### config.mk
export PLATFORM = sky130hd
export DESIGN_NAME = stopwatch_display
export DESIGN_NICKNAME = d
export VERILOG_FILES = /design/src/rtl/stopwatch_pkg.sv /design/src/rtl/seg7_decode.sv /design/src/rtl/stopwatch_display.sv
export SDC_FILE = /design/constraint.sdc
export NUM_CORES = 1
export LEC_CHECK = 0
export ABC_AREA = 1
export CAP_MARGIN = 5
export CORE_ASPECT_RATIO = 0.7
export CORE_MARGIN = 2
export CORE_UTILIZATION = 56
export DETAILED_ROUTE_END_ITERATION = 16
export PLACE_DENSITY = 0.77
export SYNTH_ARGS = -nofsm -noshare
export SYNTH_HDL_FRONTEND = slang
export SYNTH_SLANG_ARGS = --single-unit
### constraint.sdc
create_clock -name clk -period 4.05 [get_ports clk]
set_input_delay 0.81 -clock clk [delete_from_list [all_inputs] [get_ports clk]]
set_output_delay 0.81 -clock clk [all_outputs]
set_load 0.1 [all_outputs]
### src/rtl/stopwatch_pkg.sv
// Shared encodings for the stopwatch display path.
// Active-low segment patterns {g,f,e,d,c,b,a}, digit indices and adjust-select values.
package stopwatch_pkg;

  localparam logic [6:0] SEG_0     = 7'b1000000;
  localparam logic [6:0] SEG_1     = 7'b1111001;
  localparam logic [6:0] SEG_2     = 7'b0100100;
  localparam logic [6:0] SEG_3     = 7'b0110000;
  localparam logic [6:0] SEG_4     = 7'b0011001;
  localparam logic [6:0] SEG_5     = 7'b0010010;
  localparam logic [6:0] SEG_6     = 7'b0000010;
  localparam logic [6:0] SEG_7     = 7'b1111000;
  localparam logic [6:0] SEG_8     = 7'b0000000;
  localparam logic [6:0] SEG_9     = 7'b0010000;
  localparam logic [6:0] SEG_BLANK = 7'b1111111;

  localparam logic [1:0] IDX_SEC1  = 2'd0;
  localparam logic [1:0] IDX_SEC10 = 2'd1;
  localparam logic [1:0] IDX_MIN1  = 2'd2;
  localparam logic [1:0] IDX_MIN10 = 2'd3;

  localparam logic SEL_MIN = 1'b0;
  localparam logic SEL_SEC = 1'b1;

  typedef struct packed {
    logic [3:0] sec_1s;
    logic [3:0] sec_10s;
    logic [3:0] min_1s;
    logic [3:0] min_10s;
  } digits_t;

  // Active-low one-hot anode for a digit index.
  function automatic logic [3:0] anode_of(input logic [1:0] idx);
    return ~(4'b0001 << idx);
  endfunction

endpackage

### src/rtl/seg7_decode.sv
// BCD to active-low seven-segment decoder; purely combinational.
// Zero latency, no flow control; codes 10..15 decode to all segments off.
module seg7_decode
  import stopwatch_pkg::*;
(
  input  logic [3:0] bcd,
  output logic [6:0] seg
);

  always_comb begin
    seg = SEG_BLANK;
    case (bcd)
      4'd0:    seg = SEG_0;
      4'd1:    seg = SEG_1;
      4'd2:    seg = SEG_2;
      4'd3:    seg = SEG_3;
      4'd4:    seg = SEG_4;
      4'd5:    seg = SEG_5;
      4'd6:    seg = SEG_6;
      4'd7:    seg = SEG_7;
      4'd8:    seg = SEG_8;
      4'd9:    seg = SEG_9;
      default: seg = SEG_BLANK;
    endcase
  end

endmodule

### src/rtl/stopwatch_display.sv
// Multiplexed 4-digit common-anode driver with per-scan frame latch and adjust-mode blinking.
// Outputs registered on each refresh tick; no backpressure, inputs are sampled freely.
module stopwatch_display
  import stopwatch_pkg::*;
#(
  parameter int REFRESH_CNT = 50000,
  parameter int BLINK_CNT   = 25000000
) (
  input  logic       clk,
  input  logic       rst,
  input  logic [3:0] sec_1s_in,
  input  logic [3:0] sec_10s_in,
  input  logic [3:0] min_1s_in,
  input  logic [3:0] min_10s_in,
  input  logic       adj,
  input  logic       sel,
  output logic [3:0] an,
  output logic [6:0] seg,
  output logic       dp
);

  localparam int RW = (REFRESH_CNT > 1) ? $clog2(REFRESH_CNT) : 1;
  localparam int BW = (BLINK_CNT > 1) ? $clog2(BLINK_CNT) : 1;

  logic [RW-1:0] refresh_cnt;
  logic [BW-1:0] blink_cnt;
  logic          blink_phase;
  logic [1:0]    idx;
  logic [1:0]    next_idx;
  logic          tick;
  digits_t       frame;
  logic [3:0]    digit;
  logic [6:0]    digit_seg;
  logic          in_sel_pair;
  logic          blank;

  assign tick     = (refresh_cnt == RW'(REFRESH_CNT - 1));
  assign next_idx = idx + 2'd1;

  always_ff @(posedge clk or negedge rst) begin
    if (!rst) begin
      refresh_cnt <= '0;
    end else if (tick) begin
      refresh_cnt <= '0;
    end else begin
      refresh_cnt <= refresh_cnt + RW'(1);
    end
  end

  always_ff @(posedge clk or negedge rst) begin
    if (!rst) begin
      blink_cnt   <= '0;
      blink_phase <= 1'b0;
    end else if (!adj) begin
      blink_cnt   <= '0;
      blink_phase <= 1'b0;
    end else if (blink_cnt == BW'(BLINK_CNT - 1)) begin
      blink_cnt   <= '0;
      blink_phase <= ~blink_phase;
    end else begin
      blink_cnt <= blink_cnt + BW'(1);
    end
  end

  // The whole frame is captured as the scan wraps to idx0, so digits 1..3 never tear.
  always_ff @(posedge clk or negedge rst) begin
    if (!rst) begin
      frame <= '0;
    end else if (tick && (idx == IDX_MIN10)) begin
      frame.sec_1s  <= sec_1s_in;
      frame.sec_10s <= sec_10s_in;
      frame.min_1s  <= min_1s_in;
      frame.min_10s <= min_10s_in;
    end
  end

  // idx0 is decoded straight from the input on the same edge that latches it.
  always_comb begin
    digit = sec_1s_in;
    case (next_idx)
      IDX_SEC1:  digit = sec_1s_in;
      IDX_SEC10: digit = frame.sec_10s;
      IDX_MIN1:  digit = frame.min_1s;
      IDX_MIN10: digit = frame.min_10s;
      default:   digit = sec_1s_in;
    endcase
  end

  seg7_decode u_decode (
    .bcd (digit),
    .seg (digit_seg)
  );

  assign in_sel_pair = (sel == SEL_SEC) ? (next_idx == IDX_SEC1 || next_idx == IDX_SEC10)
                                        : (next_idx == IDX_MIN1 || next_idx == IDX_MIN10);
  assign blank       = adj && blink_phase && in_sel_pair;

  always_ff @(posedge clk or negedge rst) begin
    if (!rst) begin
      idx <= IDX_MIN10;
      an  <= 4'b1111;
      seg <= SEG_BLANK;
      dp  <= 1'b1;
    end else if (tick) begin
      idx <= next_idx;
      an  <= blank ? 4'b1111 : anode_of(next_idx);
      seg <= blank ? SEG_BLANK : digit_seg;
      dp  <= (next_idx != IDX_MIN1);
    end
  end

endmodule

### After elaboration in Yosys (flattened, before gate mapping)

Memories as Yosys holds them, arrays and structs flattened.
Index checks and enable logic that the tools add are counted.

* memories kept: 1
* bits in registers: 68
* word-level logic and storage cells: 40
* bits in read-only memories: 112

Memory list
* (no name shown): words 16, bits a word 7, rd ports 1, clocked after memory_dff 0, write ports 0, line seg7_decode.sv:12 `case (bcd)`

* eq/ne operators: 8
* $add $sub $neg: 3
* bitwise logic cells: 2
* shifts and indexed selects: 1
* reductions and logical operators: 6
* multiplexer cells: 9

Operators with widths (number)
* 25-bit 2-to-1 mux: 2
* 25-bit by 1-bit adder with 25-bit output (second input constant): 1
* 25-bit equality test (second input constant): 1
* 16-bit by 1-bit adder with 16-bit output (second input constant): 1
* 16-bit equality test (second input constant): 1
* 16-bit 2-to-1 mux: 1
* 4-bit case mux with 4 select lines: 1
* 7-bit 2-to-1 mux: 1
* 2-bit equality test (second input constant): 3
* 4-bit 2-to-1 mux: 1
* 4-bit inverter: 1
* 1-bit by 2-bit << shifter with 4-bit output (first input constant): 1
* 1-bit logical AND: 3
* 1-bit 2-to-1 mux: 3
* 2-bit by 1-bit adder with 2-bit output (second input constant): 1
* 2-bit by 1-bit equality test with 1-bit output (second input constant): 1
* 2-bit zero test: 1
* 1-bit logical OR: 2
* 2-bit by 1-bit != test with 1-bit output (second input constant): 1
* 2-bit != test (second input constant): 1
* 1-bit inverter: 1

### Longest topological paths before layout

Gate-level depths: netlist of run 1.

* depth in word-level cells: 6
* mapped depth: 14
* depth with buffers taken out: 14

### Cells and area by module

Synthesis of run 1 repeated with hierarchy kept, for this count alone.

* cell total of the unflattened synthesis: 483
* area total of the unflattened synthesis: 3752.3 um2

By module, submodules not included
* stopwatch_display: sequential area each 1719.1 um2, instances 1, cells each 448, area an instance 3564.7 um2
* seg7_decode: sequential area each 0.0 um2, instances 1, cells each 35, area an instance 187.7 um2

### Worst setup path after synthesis of run 1

No wires, ideal clock.

* kind: register -> register
* from: reg idx[0]
* to: reg seg[3]
* library setup time: 73 ps
* slack: 2130 ps
* arrival time: 1847 ps
* period minus slack after synthesis: 1920 ps
* cell stages (with the launch flop): 12
* cells stage by stage: dfstp_2 -> inv_1 -> ha_1 -> nand2_1 -> nand2_1 -> o21ai_1 -> inv_1 -> ha_1 -> nand2_1 -> nand2_1 -> nand2_1 -> a21oi_1

* word-level cells in the longest chain between the ends: 6

Ends and longest elaborated chain
* start: declaration: line stopwatch_display.sv:28 `logic [1:0] idx;`
* start signal: assignment: line stopwatch_display.sv:105 `idx <= next_idx;`
* 2-bit by 1-bit adder with 2-bit output *: line stopwatch_display.sv:38 `assign next_idx = idx + 2'd1;`
* net next_idx[0]: line stopwatch_display.sv:29 `logic [1:0] next_idx;`
* branches (longest 4 deep; another with memory read 16 x 7 bit)
* 7-bit 2-to-1 mux *: line stopwatch_display.sv:107 `seg <= blank ? SEG_BLANK : digit_seg;`
* end signal: assignment: line stopwatch_display.sv:107
* end: declaration: line stopwatch_display.sv:18 `output logic [6:0] seg,`

Mark *: on every way through the listed nets, which the timed path passes.
A chain may end at the register's enable or synchronous reset.

### Worst setup path in the final report of run 1

* from: reg seg[0]
* to: out seg[0]

No word-level cell between the ends.

==> results.md, run 1 <==
- Post-Synth XOR/XNOR Area: 0.0254
- Adder-Cell Fraction of Synth Area: 0.0330
- Synth-to-Final Area Change: 15.1%
- Sink Count: around 70
- Post-DP HPWL: around 6300 microns
- WL/cell: 12.7 microns
- Global-route usage over all layers: 0.247
- Max Cap Viol: 0
- Met2 Usage GRT: 0.332
- Gpl congestion: between 0.9 and 1
- Pre-antenna DRT Iters: 5
- Design Area, Final: about 0.0044 sq mm
- PwrDens: 290 mW/mm^2
- Area of the core: 0.00666 sq mm
- Simple-gate share of the synthesized area: 0.365
- Main combinational cell family by area after synthesis: simple AND/OR/NAND/NOR gates
- Status: finished clean
- Startpoint types: flop
- Clk root buf: clkbuf_8
- Die area: roughly 0.0075 sq mm
- Synth Area in Compound Gates: 0.0445
- Setup-failing EPs final: 0
- Final WL: about 8300 microns
- Antenna Nets Post-Route: 0
- Dpl cell area: between 0.004 and 0.005 sq mm
- Mux contribution to synthesized area: 0
- Syn Area/Cell: about 7.4 sq um
- Via density: 5.09
- Port-buffer cells: 31
- DRC errors left: 0
- Fill count: about 600
- Register area share after synthesis: 0.453
- Proportion of layout cells with a drive suffix above 1: 0.0877
- Slew @ Worst Pin: between 0.9 and 1 ns
- Post-Syn Area: 0.00379 sq mm
- Post-cts resize count: 0
- Number of global-route vias before repair: 3045
- Met1 Use GR: 0.375
- Hold_buf cts: 0
- NumNets Final: 584
- Area of the multi-input gates: between 0.0015 and 0.002 sq mm
- CTS tree: yes
- Post-CTS setup buffer count: 0
- Min Tclk post-route: 2.84 ns
- Setup_tns: 0 ns
- RSZ-0062 raised after global routing: false
- Final period util: 0.700
- Post-synthesis register bit count: 68
- CP Max Fanout: 2
- Distinct cells, synth: 34
- Die span in y: around 73 microns
- Met3 GRT Util: 0.0920
- Layout Utilization: 0.656
- Arr. time, crit path: 2.03 ns
- Ys Warns: 0
- Final Skew: between 0.006 and 0.007 ns
- First-pass GRT wire length: around 14000 microns
- Diodes inserted: 0
- Detailed Route Iter0 Violations: 386
- Initial antenna violation count: 0
- CTS H-tree depth: 3
- Vias: ~3300
- Critical path capture point type: output pin
- CP required: ~3.2 ns
- Worst skew pair latency: 0.35 ns
- Num ports: 32
- DIE WIDTH: 102 microns
- Num CTS Buffers: 9
- Storage element area: ~0.0017 sq mm
- CP max stage delay: 1.13 ns
- Peak VDD IR: around 0.19 mV
- P_leak: between 2 and 2.5 nW
- CTS max path bufs: 2
- Syn_nets: 546
- Total congestion overflow: 0
- Worst path bufs/invs: 1
- Max-slew headroom: 0.349
- HP Class: in2async
- CP top delay family: buffers and inverters
- Max Fclk: between 300 and 400 MHz
- Most Crowded Layer GR: met1
- Crit path kind: reg2out
- Crit-path cells: clkdlybuf4s50_1
- CP max-delay cell: clkdlybuf4s50_1
- Max Slew Vio Count: 0
- Post-Syn Instances: 516
- Pin count of the biggest net entering global routing: 29
- Rows: 25
- Worst-path clk slew: 0.07 ns
- Initial core utilization: 0.569
- Final Hold Viols: 0
placed cells by master (no fill, tap or decap), types with 3 or more instances in the layout:
cell type and instances:
or2_2 3, o21bai_1 4, clkdlybuf4s50_1 30, clkbuf_8 11, nand2_1 153, dfrtp_1 54, xor2_1 11, nor2_1 90
nand2_2 6, nor3_1 16, o21ai_1 3, o21ai_0 5, dfstp_2 14, nand3_1 34, a21oi_1 12, inv_1 65
ha_1 10, nand4_1 9
cells by family (layout without fill, tap and decap cells):
logic type / count (synthesis) / after routing
compound gates: 29 / 29
xor+xnor: 11 / 11
fa+ha+maj: 10 / 10
buf+inv: 73 / 116
flops: 68 / 68
simple gates: 325 / 325
metrics by stage:
step	std cells	setup WS (ns)	hold slack (ns)	total power [W]
6_report	653	1.21	0.375	0.00127
5_1_grt	653	1.16	0.389	0.00132
4_1_cts	653	1.20	0.384	0.00128
3_3_place_gp	637	1.60	0.451	0.000765
2_1_floorplan	516	2.13	0.431	0.000725
3_5_place_dp	637	1.59	0.461	0.000765
flip-flops by register name, summed over array words and instances, names as in the netlist:
| name | flops |
|---|---|
| refresh_cnt | 16 |
| idx | 2 |
| frame | 12 |
| dp | 1 |
| seg | 7 |
| an | 4 |
| blink_phase | 1 |
| blink_cnt | 25 |
cell type report:
cell class | instances | share of cell area
clock buffers | 13 | 0.0364
clock inverters | 3 | 0.00487
inverters | 67 | 0.0584
multi-input cells | 375 | 0.406
flip-flops and latches | 68 | 0.394
well taps | 94 | 0.0269
repair buffers | 33 | 0.0733
layer usage:
metal / part of all wire / routed length [microns]
met1: 0.51 / 4250
met3: 0.081 / 668
met5: 0 / 0
met4: 0.011 / 92
met2: 0.39 / 3260
synthesized netlist by cell type:
| master | number | area, sq um |
|---|---|---|
| a31oi_1 | 2 | 12.5 |
| buf_2 | 2 | 10.0 |
| or2_1 | 1 | 6.26 |
| xor2_1 | 11 | 96.3 |
| nand4_1 | 9 | 56.3 |
| o21a_1 | 1 | 7.51 |
| nor2_2 | 2 | 12.5 |
| or2_2 | 3 | 18.8 |
| inv_1 | 65 | 244 |
| nand2_1 | 153 | 574 |
| o21ai_1 | 3 | 15.0 |
| nand3b_1 | 2 | 15.0 |
| o211a_1 | 1 | 10.0 |
| o21ai_0 | 5 | 25.0 |
| buf_6 | 2 | 22.5 |
| nand2_2 | 6 | 37.5 |
| dfstp_2 | 14 | 368 |
| o21ai_2 | 1 | 8.76 |
| a21oi_1 | 12 | 60.1 |
| clkbuf_1 | 1 | 3.75 |
| o21bai_1 | 4 | 30.0 |
| buf_4 | 1 | 7.51 |
| nand3_1 | 34 | 170 |
| dfrtp_1 | 54 | 1350 |
| nor4_1 | 1 | 6.26 |
| nor3_1 | 16 | 80.1 |
| clkinv_2 | 1 | 5.00 |
| nor2_4 | 2 | 22.5 |
| ha_1 | 10 | 125 |
| nor3_2 | 2 | 20.0 |
| nor2_1 | 90 | 338 |
| and2_1 | 2 | 12.5 |
| nor3b_1 | 2 | 15.0 |
| inv_4 | 1 | 6.26 |
power by group:
part           switching (W)  leakage, nW  internal (W)
clock network       0.000257       0.0896      0.000256
logic              0.0000379         1.10     0.0000236
registers         0.00000463        0.819      0.000686
final timing paths:
| path | startpoint | depth (start not counted) | slack, ns | end |
|---|---|---|---|---|
| setup reg to reg | idx[0] | 11 | 1.78 | seg[3] |
| hold reg to reg | refresh_cnt[0] | 1 | 0.46 | refresh_cnt[0] |
| hold / removal | rst | 1 | 0.37 | blink_cnt[22] |
| setup / recovery | seg[0] | 1 | 1.21 | seg[0] |
| min in group clk | refresh_cnt[0] | 1 | 0.46 | refresh_cnt[0] |
| max in group asynchronous | rst | 2 | 2.94 | seg[2] |
Power figures use the tool's default switching activity.
==> run 2, diff against run 1 <==
clock period = 2.75 ns   (was 4.05 ns; I/O delays follow)
==> run 2 against run 1 <==
  * First-iteration DRC count shrank 18%
  * Flip-flop and latch count is the same
  * Worst hold slack lost 0.18 ns
  * Combinational power grew 50%
  * Clock skew grew 0.0019 ns
  * Critical endpoint is now blink_phase
==> results.md, run 2 (synthesis results as in run 1) <==
- Max Fclk: ~450 MHz
- Top Registers: blink_cnt: 25 flops, refresh_cnt: 16 flops, frame: 12 flops
- Vias: 3349 (+0.66%)
- Port-buffer cells: 31 (unchanged)
- Top reg by flops: blink_cnt
- Top cell by count, worst path: nand2_1
- R2R Setup Slk: 0.54 ns (-1.24 ns)
- RSZ-0062 raised after global routing: false
- Critical path capture point type: flop
- Status: finished clean
- First-pass GRT wire length: 14200 microns (+0.74%)
- DRC errors left: 0 (unchanged)
- Sink Count: 68 (unchanged)
- Post-DP HPWL: 6110 microns (-2.6%)
- Proportion of layout cells with a drive suffix above 1: 0.108 (+0.0199)
- Max reg flops: 25 (unchanged)
- CP max stage delay: 0.45 ns (-0.68 ns)
- Diodes inserted: 0 (unchanged)
- Initial core utilization: 0.569 (unchanged)
- Pin count of the biggest net entering global routing: 69 (+140%)
- Startpoint types: flop
- HP Class: in2async
- Commonest non-fill, non-tap cells in the layout: 153 x nand2_1, 90 x nor2_1, 65 x inv_1
- Setup-failing EPs final: 0 (unchanged)
- Hold_buf cts: 0 (unchanged)
- Final period util: 0.805
- FF-to-FF End: blink_phase
- CP max-delay cell: dfrtp_1
- Worst-path clk slew: 0.07 ns (about the same)
- Crit path kind: reg2reg
- Initial antenna violation count: 0 (unchanged)
- CP required: 3.04 ns (-0.20 ns)
- Num ports: 32 (unchanged)
- Max Slew Vio Count: 0 (unchanged)
- CTS H-tree depth: 3 (unchanged)
- Final Skew: 0.00865 ns (+0.00188 ns)
- Total congestion overflow: 0 (unchanged)
- P_leak: 2.04 nW (+1.2%)
- Worst path bufs/invs: 0 (-1)
- Synth-to-Final Area Change: 14.8%
- Commonest non-fill, non-tap cell in the layout: nand2_1
- Clk root buf: clkbuf_8
- Worst r2r src: blink_cnt[0]
- Slew @ Worst Pin: 0.544 ns (-0.428 ns)
- PwrDens: 445 mW/mm^2 (+54%)
- Post-CTS setup buffer count: 0 (unchanged)
- Num CTS Buffers: 9 (unchanged)
- Die area: 0.00746 sq mm (unchanged)
- Area of the core: 0.00666 sq mm (unchanged)
- CP top delay family: simple AND/OR/NAND/NOR gates
- CTS tree: yes
- Detailed Route Iter0 Violations: 316 (-18%)
- Pre-antenna DRT Iters: 5 (unchanged)
- CTS max path bufs: 2 (unchanged)
- WL/cell: 12.9 microns (+1.7%)
- Global-route usage over all layers: 0.246 (-0.000826)
- Gpl congestion: 0.976 (+0.89%)
- Max-slew headroom: 0.637 (+0.287)
- Antenna Nets Post-Route: 0 (unchanged)
- Min Tclk post-route: 2.21 ns
- Die span in y: 72.9 microns (unchanged)
- Via density: 5.14 (+0.82%)
- CP Max Fanout: 12 (+10)
- NumNets Final: 583 (-0.17%)
- Max Cap Viol: 0 (unchanged)
- Peak VDD IR: 0.273 mV (+43%)
- Post-cts resize count: 0 (unchanged)
- Rows: 25 (unchanged)
- Reg2Reg Depth: 9 (-2)
- Crit-path cells: ha_1 -> nand2_2 -> nor2_4 -> nand4_1 -> nor2_1 -> nand2_1 -> nand2_2 -> nand2_1 -> nand2_1
- Layout Utilization: 0.654 (-0.00169)
- Arr. time, crit path: 2.51 ns (+0.48 ns)
- Critical Path Stages: 9 (+8)
- DIE WIDTH: 102 microns (unchanged)
- Setup_tns: 0 ns (unchanged)
- Final WL: 8390 microns (+1.5%)
- Number of global-route vias before repair: 3027 (-0.59%)
- Final Hold Viols: 0 (unchanged)
- Worst skew pair latency: 0.36 ns (about the same)
run 2: routing by layer:
metal / up-vias / wire length, microns / track usage
li1: 1683 / - / -
met1: 1537 / 4340 / 0.377
met2: 119 / 3340 / 0.341
met3: 10 / 624 / 0.0699
met4: 0 / 93 / 0.0667
met5: - / 0 / 0
run 2: area by class of cell:
class | instances | area, sq um
Multi-Input combinational cell | 375 | 1780
Sequential cell | 68 | 1720
Tap cell | 94 | 118
Timing Repair Buffer | 32 | 295
Clock buffer | 12 | 145
Clock inverter | 4 | 48.8
Fill cell | 597 | 2310
Inverter | 67 | 255
run 2: worst max-delay path by stage:
| stage | start | end | slack (ns) |
|---|---|---|---|
| 2_1_floorplan | idx[0] | seg[3] | 0.83 |
| 3_3_place_gp | sec_1s_in[1] | seg[3] | 0.60 |
| 3_5_place_dp | sec_1s_in[1] | seg[5] | 0.56 |
| 4_1_cts | idx[0] | seg[3] | 0.57 |
| 5_1_grt | blink_cnt[0] | blink_phase | 0.32 |
| 6_report | blink_cnt[0] | blink_phase | 0.54 |
run 2: metrics by stage:
stage	area (sq um)	worst slack (ns)	hold slack, ns	instances	power, W
floorplan	3790	0.830	0.254	516	0.00107
detailed placement	4160	0.557	0.459	636	0.00113
finish	4360	0.535	0.198	652	0.00194
CTS	4360	0.573	0.210	652	0.00196
global placement	4160	0.601	0.453	636	0.00113
global route	4360	0.316	0.225	652	0.00201
run 2: worst reg2reg max path, cell delays in order, from the launching register on:
cell and delay [ns]:
dfrtp_1 0.45, ha_1 0.31, nand2_2 0.11, nor2_4 0.18
nand4_1 0.12, nor2_1 0.20, nand2_1 0.34, nand2_2 0.30
nand2_1 0.09, nand2_1 0.06
run 2: report_power, final:
part	internal (W)	switching, W
clock network	0.000443	0.000387
logic	0.0000352	0.0000568
registers	0.00101	0.00000667
total	0.00149	0.000451
==> run 3, diff against run 2 <==
CORE_UTILIZATION = 52   (was 56)
PLACE_DENSITY = 0.76   (was 0.77)
clock period = 1.9 ns   (was 2.75 ns; I/O delays follow)
==> run 3 against run 2 <==
  * First-iteration DRC count is 8.9% lower
  * The run now ends with setup timing left
  * Fmax is 16% higher
  * Non-clock buffer count is 19 higher
  * Utilization increased by 0.93 points
  * Flip-flop and latch count unchanged
  * Via count is 4.7% higher
  * Worst setup slack worse by 0.55 ns
  * Total power rose by 40%
  * Sequential share of layout area is 3.4 points lower
  * Critical path type unchanged
  * Combinational power rose by 73%
==> results.md, run 3 (synthesis results as in run 1) <==
- DIE WIDTH: 106 microns (+3.6%)
- Tot Pwr: 0.00272 W (+40%)
- Max Slew Vio Count: 0 (unchanged)
- Initial core utilization: 0.528 (-0.0417)
- Post-DP HPWL: 6840 microns (+12%)
- Critical Path Source: idx[0]
- DRC errors left: 0 (unchanged)
- Rows: 26 (+4.0%)
- Max-slew headroom: 0.635 (-0.00210)
- Crit-path cells: ha_4 -> nand2_1 -> nand2_1 -> nor2_1 -> nor2_2 -> ha_2 -> nand3b_1 -> nand2_1 -> inv_2 -> nand2_2 -> a21oi_2
- Die span in y: 75.5 microns (+3.6%)
- Min Tclk post-route: 1.92 ns (-0.299 ns)
- CP required: 2.17 ns (-0.87 ns)
- Worst-path clk slew: 0.08 ns (about the same)
- Final period util: 1.01 (+0.203)
- Sink Count: 68 (unchanged)
- Peak VDD IR: 0.362 mV (+32%)
- Area of the core: 0.00719 sq mm (+7.9%)
- Slew @ Worst Pin: 0.548 ns (+0.00376 ns)
- Max reg flops: 25 (unchanged)
- Global-route usage over all layers: 0.237 (-0.00894)
- CP Max Fanout: 5 (-7)
- Failing checks: setup timing
- Crit path kind: reg2reg
- Pin count of the biggest net entering global routing: 26 (-62%)
- First-pass GRT wire length: 14700 microns (+3.3%)
- Startpoint types: flop
- HP Class: in2async
- Gpl congestion: 1.05 (+7.5%)
- Final WL: 9250 microns (+10%)
- CTS max path bufs: 2 (unchanged)
- Die area: 0.00801 sq mm (+7.3%)
- Fill count: 592 (-0.84%)
- CP max stage delay: 0.65 ns (+0.20 ns)
- Critical path capture point type: flop
- Arr. time, crit path: 2.19 ns (-0.32 ns)
- Top reg by flops: blink_cnt
- Hold_buf cts: 0 (unchanged)
- Port-buffer cells: 31 (unchanged)
- Worst r2r src: idx[0]
- Setup-failing EPs final: 1 (+1)
- Top cell by count, worst path: nand2_1
- Detailed Route Iter0 Violations: 288 (-8.9%)
- Antenna Nets Post-Route: 0 (unchanged)
- WL/cell: 13.7 microns (+6.4%)
- Vias: 3505 (+4.7%)
- Max Fclk: 522 MHz (+16%)
- Commonest non-fill, non-tap cell in the layout: nand2_1
- Clk root buf: clkbuf_8
- Proportion of layout cells with a drive suffix above 1: 0.189 (+0.0814)
- CP max-delay cell: dfstp_2
- Top Registers: blink_cnt: 25 flops, refresh_cnt: 16 flops, frame: 12 flops
- Status: complete, but fails checks
- Synth-to-Final Area Change: 25.7%
- Number of global-route vias before repair: 3129 (+3.4%)
- CTS tree: yes
- Initial antenna violation count: 0 (unchanged)
- RSZ-0062 raised after global routing: true
- Setup_tns: -0.0157 ns (-0.0157 ns)
- Max Cap Viol: 0 (unchanged)
- Commonest non-fill, non-tap cells in the layout: 145 x nand2_1, 88 x nor2_1, 58 x inv_1
- Num ports: 32 (unchanged)
- Final Skew: 0.00802 ns (-0.000629 ns)
- Num CTS Buffers: 9 (unchanged)
- Total congestion overflow: 0 (unchanged)
- NumNets Final: 602 (+3.3%)
- P_leak: 2.19 nW (+7.7%)
- Pre-antenna DRT Iters: 5 (unchanged)
- CTS H-tree depth: 3 (unchanged)
- Setup ws final: -0.0157 ns (-0.551 ns)
- Via density: 5.19 (+1.1%)
- Diodes inserted: 0 (unchanged)
- Worst skew pair latency: 0.34 ns (-0.02 ns)
- Final Hold Viols: 0 (unchanged)
- PwrDens: 570 mW/mm^2 (+28%)
## run 3: cell types whose count changed in the layout (fill, tap and decap cells not counted), sizes merged
cell | before | now
clkinv | 4 | 3
bufinv | 1 | 0
buf | 14 | 33
clkinvlp | 0 | 4
clkbuf | 12 | 10
## run 3: through the flow
| step | setup WS, ns | util | area [sq um] | hold slack (ns) | std cells |
|---|---|---|---|---|---|
| final | -0.0157 | 0.663 | 4770 | 0.0156 | 675 |
| after global routing | -0.0883 | 0.663 | 4770 | 0.0423 | 675 |
| after CTS | 0.00783 | 0.648 | 4660 | 0.0259 | 674 |
| after detailed placement | -0.0413 | 0.620 | 4460 | 0.402 | 658 |
| after global placement | 0.0375 | 0.620 | 4460 | 0.389 | 658 |
| after floorplan | 0.0463 | - | 3800 | 0.0844 | 516 |
## run 3: routing by layer
metal / vias up / GRT usage / wire length (microns)
met2: 152 / 0.362 / 4000
met5: - / 0 / 0
li1: 1721 / - / -
met3: 11 / 0.0633 / 706
met1: 1621 / 0.341 / 4460
met4: 0 / 0.0599 / 85
## run 3: repair_timing
action / CTS / global route
setup endpoints to repair: 6 / 20
pin swaps: 0 / 12
setup buffers: 0 / 1
resized for setup: 6 / 31
## run 3: report_power, final
group	internal (W)	leakage, nW	switching [W]	total [W]
Clock	0.000504	0.0803	0.000583	0.00109
Combinational	0.0000700	1.29	0.0000887	0.000159
Sequential	0.00146	0.819	0.00000990	0.00147
## run 3: area by class of cell
| cell class | instances | area (sq um) | area share |
|---|---|---|---|
| multi-input cells | 375 | 1900 | 0.398 |
| flip-flops and latches | 68 | 1720 | 0.361 |
| repair buffers | 51 | 588 | 0.123 |
| inverters | 67 | 263 | 0.0551 |
| clock buffers | 10 | 138 | 0.0289 |
| well taps | 98 | 123 | 0.0257 |
| clock inverters | 6 | 40.0 | 0.00840 |
## run 3: worst paths after layout
kind                                  endpoint  slack (ns)  cells after the start
worst min-delay path             blink_cnt[20]        0.02                      1
min in group clk                refresh_cnt[0]        0.46                      1
worst max-delay path                    seg[6]       -0.02                     11
worst min register to register  refresh_cnt[0]        0.46                      1
worst max register to register          seg[6]       -0.02                     11
max in group asynchronous                an[0]        1.28                      2
## run 3: critical path: cells and delay by family (launching register included)
kind	cells	cell delay (ns)
AO/OA/AOI/OAI	1	0.13
AND/OR/NAND/NOR	7	0.61
adder cells (fa/ha/maj)	2	0.39
buffers and inverters	1	0.07
flip-flops	1	0.65
